--- src/rtl/serial_add_sequencer_if.sv ---
// rtl/serial_add_sequencer_if.sv - operand/result handshake and full-adder loop signals
interface serial_add_sequencer_if #(parameter int WIDTH = 8);
  logic             start;
  logic [WIDTH-1:0] op_a;
  logic [WIDTH-1:0] op_b;
  logic             cin_in;
  logic             fa_a;
  logic             fa_b;
  logic             fa_cin;
  logic             fa_s;
  logic             fa_cout;
  logic [WIDTH-1:0] sum;
  logic             cout;
  logic             busy;
  logic             done;

  modport master (
    output start, op_a, op_b, cin_in, fa_s, fa_cout,
    input  fa_a, fa_b, fa_cin, sum, cout, busy, done
  );

  modport slave (
    input  start, op_a, op_b, cin_in, fa_s, fa_cout,
    output fa_a, fa_b, fa_cin, sum, cout, busy, done
  );
endinterface

--- src/rtl/serial_add_sequencer.sv ---
// rtl/serial_add_sequencer.sv - bit-serial add sequencer around an external full adder
module serial_add_sequencer #(
  parameter int WIDTH = 8
) (
  input logic                  clk,
  input logic                  rst,
  serial_add_sequencer_if.slave bus
);
  localparam int CW = $clog2(WIDTH) + 1;

  localparam logic [1:0] IDLE = 2'd0;
  localparam logic [1:0] RUN  = 2'd1;
  localparam logic [1:0] FIN  = 2'd2;

  logic [1:0]       state;
  logic [WIDTH-1:0] a_sr;
  logic [WIDTH-1:0] b_sr;
  logic [WIDTH-1:0] s_sr;
  logic             carry;
  logic [CW-1:0]    cnt;
  logic [WIDTH:0]   s_shift;

  // Slicing the widened vector keeps the shift legal when WIDTH is 1.
  assign s_shift = {bus.fa_s, s_sr};

  always_ff @(posedge clk or posedge rst) begin
    if (rst) begin
      state    <= IDLE;
      a_sr     <= '0;
      b_sr     <= '0;
      s_sr     <= '0;
      carry    <= 1'b0;
      cnt      <= '0;
      bus.sum  <= '0;
      bus.cout <= 1'b0;
    end else begin
      case (state)
        IDLE: begin
          if (bus.start) begin
            a_sr  <= bus.op_a;
            b_sr  <= bus.op_b;
            carry <= bus.cin_in;
            cnt   <= '0;
            s_sr  <= '0;
            state <= RUN;
          end
        end
        RUN: begin
          s_sr  <= s_shift[WIDTH:1];
          carry <= bus.fa_cout;
          a_sr  <= a_sr >> 1;
          b_sr  <= b_sr >> 1;
          cnt   <= cnt + CW'(1);
          if (cnt == CW'(WIDTH - 1)) begin
            state    <= FIN;
            bus.sum  <= s_shift[WIDTH:1];
            bus.cout <= bus.fa_cout;
          end
        end
        FIN:     state <= IDLE;
        default: state <= IDLE;
      endcase
    end
  end

  // Adder inputs come straight from registers so the external loop stays acyclic.
  assign bus.fa_a   = (state == RUN) & a_sr[0];
  assign bus.fa_b   = (state == RUN) & b_sr[0];
  assign bus.fa_cin = (state == RUN) & carry;
  assign bus.busy   = (state != IDLE);
  assign bus.done   = (state == FIN);
endmodule

--- src/flat_wrapper.sv ---
// flat-port wrapper written by rule: the top's interface ports become plain ports
module serial_add_sequencer_flat 
#(
  parameter int WIDTH = 8
)
  (clk, rst, bus_start, bus_op_a, bus_op_b, bus_cin_in, bus_fa_s, bus_fa_cout, bus_fa_a, bus_fa_b, bus_fa_cin, bus_sum, bus_cout, bus_busy, bus_done);
  serial_add_sequencer_if #(.WIDTH(WIDTH)) bus_i ();
  input logic clk;
  input logic rst;
  input wire logic [$bits(bus_i.start)-1:0] bus_start;
  input wire logic [$bits(bus_i.op_a)-1:0] bus_op_a;
  input wire logic [$bits(bus_i.op_b)-1:0] bus_op_b;
  input wire logic [$bits(bus_i.cin_in)-1:0] bus_cin_in;
  input wire logic [$bits(bus_i.fa_s)-1:0] bus_fa_s;
  input wire logic [$bits(bus_i.fa_cout)-1:0] bus_fa_cout;
  output wire logic [$bits(bus_i.fa_a)-1:0] bus_fa_a;
  output wire logic [$bits(bus_i.fa_b)-1:0] bus_fa_b;
  output wire logic [$bits(bus_i.fa_cin)-1:0] bus_fa_cin;
  output wire logic [$bits(bus_i.sum)-1:0] bus_sum;
  output wire logic [$bits(bus_i.cout)-1:0] bus_cout;
  output wire logic [$bits(bus_i.busy)-1:0] bus_busy;
  output wire logic [$bits(bus_i.done)-1:0] bus_done;
  assign bus_i.start = bus_start;
  assign bus_i.op_a = bus_op_a;
  assign bus_i.op_b = bus_op_b;
  assign bus_i.cin_in = bus_cin_in;
  assign bus_i.fa_s = bus_fa_s;
  assign bus_i.fa_cout = bus_fa_cout;
  assign bus_fa_a = bus_i.fa_a;
  assign bus_fa_b = bus_i.fa_b;
  assign bus_fa_cin = bus_i.fa_cin;
  assign bus_sum = bus_i.sum;
  assign bus_cout = bus_i.cout;
  assign bus_busy = bus_i.busy;
  assign bus_done = bus_i.done;
  serial_add_sequencer #(.WIDTH(WIDTH)) u_core (.clk(clk), .rst(rst), .bus(bus_i));
endmodule
--- config.mk ---
export PLATFORM = sky130hd
export DESIGN_NAME = serial_add_sequencer_flat
export DESIGN_NICKNAME = d
export VERILOG_FILES = /design/src/rtl/serial_add_sequencer_if.sv /design/src/rtl/serial_add_sequencer.sv /design/src/flat_wrapper.sv
export SDC_FILE = /design/constraint.sdc
export NUM_CORES = 1
export LEC_CHECK = 0
export ABC_AREA = 1
export CORE_MARGIN = 5
export CORE_UTILIZATION = 45
export DETAILED_ROUTE_END_ITERATION = 6
export HOLD_SLACK_MARGIN = 0.15
export PLACE_DENSITY = 0.76
export SLEW_MARGIN = 30
export SYNTH_ARGS = -nofsm -noshare
export SYNTH_HDL_FRONTEND = slang
export SYNTH_SLANG_ARGS = --single-unit
--- constraint.sdc ---
create_clock -name clk -period 1.3 [get_ports clk]
set_input_delay 0.39 -clock clk [delete_from_list [all_inputs] [get_ports clk]]
set_output_delay 0.39 -clock clk [all_outputs]
set_load 0.02 [all_outputs]
==> reports/metrics.yaml <==
die_x_um: 71.56
syn_avg_cell_area_um2: 8.657
cts_hold_buf: 0
dpl_worst_slack_ns: -0.3519
syn-cell-area_um2: 1705
setup_ws_ns: -0.1762
root_buffer: "clkbuf_8"
worst-path-buf-inv: 2
port_buffers: 35
crit_type: "register to primary output"
critical_path.max_fanout: 5
critPathRequiredTime_ns: 0.91
synth_flop_cell: "dfrtp_1"
peakVddDrop_mv: 1.048
yosysMostFrequentCell: "nand2_1"
clk_latency_ns: 0.29
vias_per_cell: 5.017
crit_arrival_ns: 1.09
core_um2: 3661
areaGrowthSynthToFinish_pct: 39.40
grt_pass1_vias: 1422
path_cells: "inv_2 -> nand2_4 -> nor2_4 -> buf_6"
p_leak_uw: 0.001185
avgRoutedWirePerCell_um: 12.44
clockBufferDepth: 2
setup-violations-final: 5
cts_tree: "done"
cts_made_buffers: 5
synth_area_leaders: "dfrtp_1 (57%), nand3_1 (16%), nand2_1 (12%)"
synth_area_leader_cell: "dfrtp_1"
max_freq_mhz: 677.4
cts.reportedPaths.clkPinSlew_ns: 0.08
via_count: 1515
h-tree-depth: 2
synth-edff-count: 0
grt_pass1_wl_um: 6354
powerDensity_nw_per_um2: 2302
cts.sinks: 39
final_core_utilization_pct: 64.94
relSlewSlack_pct: 84.20
nets: 276
num_rows: 22
cpLargestDelayFamily: "flip-flops"
slowest_delay_ns: 0.40
timing_hold_violations_final: 0
gr-total-overflow: 0
drtPass1Iterations: 4
netlist_instances: 197
wirelength_um: 3757
place.gp.congestion: 0.8167
drt_iter0_drc: 135
nFillCells: 318
die_h_um: 71.56
violations: "negative setup slack"
tns_ns: -0.8178
die_area_um2: 5121
cpMaxStageDelayCell: "dfrtp_1"
antenna_cells: 0
cp.depth: 4
min_period_over_period_pct: 113.6
syn_nets: 220
cap_violations: 0
synthArstFlopShare_pct: 100.0
critPathCaptureType: "primary output"
ys_warn_count: 0
ant_nets: 0
ys_top_cells_by_count: "nand2_1 (55), nand3_1 (54), dfrtp_1 (39)"
num_io_pins: 36
ys_ff_latch: 39
grt_max_degree: 40
status: "finished with violations"
rsz0062_at_grt: "true"
drive_gt1_share_pct: 24.02
min_period_ns: 1.476
hpwl_um: 2608
worstRegToRegCells: 7
drcViolationCount: 0
min_path_type: "input pin to async pin"
start_kind: "register"
netlist.area_leader.share_pct: 57.23
yosysSeqAreaShare_pct: 57.23
initial_core_util_pct: 46.58
grt_util_all_layers_pct: 15.88
slew_viol_final: 0
antenna_found_initial: 0
holdWs_ns: 0.4370
fin_worst_skew_ns: 0.004462
tightestPinTransition_ns: 0.2367
ys_types: 19
[cells by family (layout without fill, tap and decap cells)]
kind of cell | after synthesis | count (layout) | share of synthesized area [%]
and+or+nand+nor | 123 | 124 | 32.21
adders and majority gates | 1 | 1 | 0.7336
buffers and inverters | 24 | 80 | 6.529
DFF | 39 | 39 | 57.23
AOI/OAI and AO/OA | 10 | 10 | 3.301
[path summary, 6_finish.rpt]
| kind | start | end | slack [ns] |
|---|---|---|---|
| min | rst | u_core.b_sr[1]$_DFFE_PP0P_ | 0.44 |
| min reg2reg | u_core.s_sr[4]$_DFFE_PP0P_ | u_core.bus.sum[3]$_DFFE_PP0P_ | 0.48 |
| max in group asynchronous | rst | u_core.state[0]$_DFFE_PP0P_ | 0.65 |
| min in group clk | u_core.s_sr[4]$_DFFE_PP0P_ | u_core.bus.sum[3]$_DFFE_PP0P_ | 0.48 |
| max | u_core.state[1]$_DFFE_PP0P_ | bus_fa_a | -0.18 |
| max reg2reg | u_core.state[0]$_DFFE_PP0P_ | u_core.a_sr[7]$_DFFE_PP0P_ | 0.01 |
[sequential cells by signal, indices dropped and copies added, names as in the netlist]
signal / count
u_core.b_sr: 8
u_core.cnt: 4
u_core.bus.cout: 1
u_core.a_sr: 8
u_core.carry: 1
u_core.s_sr: 7
u_core.state: 2
u_core.bus.sum: 8
[cell type report]
class                      instances  area [um^2]  area share [%]
clock buffer                       6        82.58           3.474
clock inverter                     2        35.03           1.474
tap                               48        60.06           2.526
timing repair buffer              58        505.5           21.26
sequential                        39        977.2           41.11
multi-input combinational        135        661.9           27.84
inverter                          14        55.05           2.316
[per-stage QoR]
step / instances / total power [uW] / instance area (um^2)
4_1_cts: 300 / 5441 / 2347
2_1_floorplan: 197 / 3407 / 1713
3_5_place_dp: 292 / 4441 / 2255
5_1_grt: 302 / 5856 / 2377
3_3_place_gp: 292 / 4369 / 2255
6_report: 302 / 5472 / 2377
[worst reg2reg max path: cells and delay by family (launching register included)]
family / cells / cell delay [ns]
buffers and inverters: 3 / 0.43
DFF: 1 / 0.45
and+or+nand+nor: 4 / 0.36
[layout by cell type (no fill, tap or decap), drive strengths merged]
cell type,count
nand2,58
nand3,54
dfrtp,39
buf,37
clkdlybuf4s50,21
inv,14
nor2,11
clkbuf,6
o22ai,5
o21ai,4
a21oi,1
nand4,1
ha,1
bufinv,1
clkinv,1
[layer usage]
metal | global-route usage [%] | vias up | share of wire [%]
li1 | - | 757 | -
met1 | 21.17 | 715 | 46
met2 | 23.78 | 37 | 46
met3 | 5.470 | 6 | 6.4
met4 | 6.263 | 0 | 1.4
met5 | 0 | - | 0
[power by group]
group | total, uW | switching [uW] | internal (uW)
clock network | 1050 | 428 | 621
logic | 2390 | 1350 | 1040
registers | 2030 | 302 | 1730
total | 5470 | 2090 | 3390
[repair_timing]
action	CTS	global route
cloned	0	1
buffers inserted	0	1
resized for setup	71	5
pin swaps	1	1
setup endpoints to repair	18	30
(Power assumes the default switching activity.)
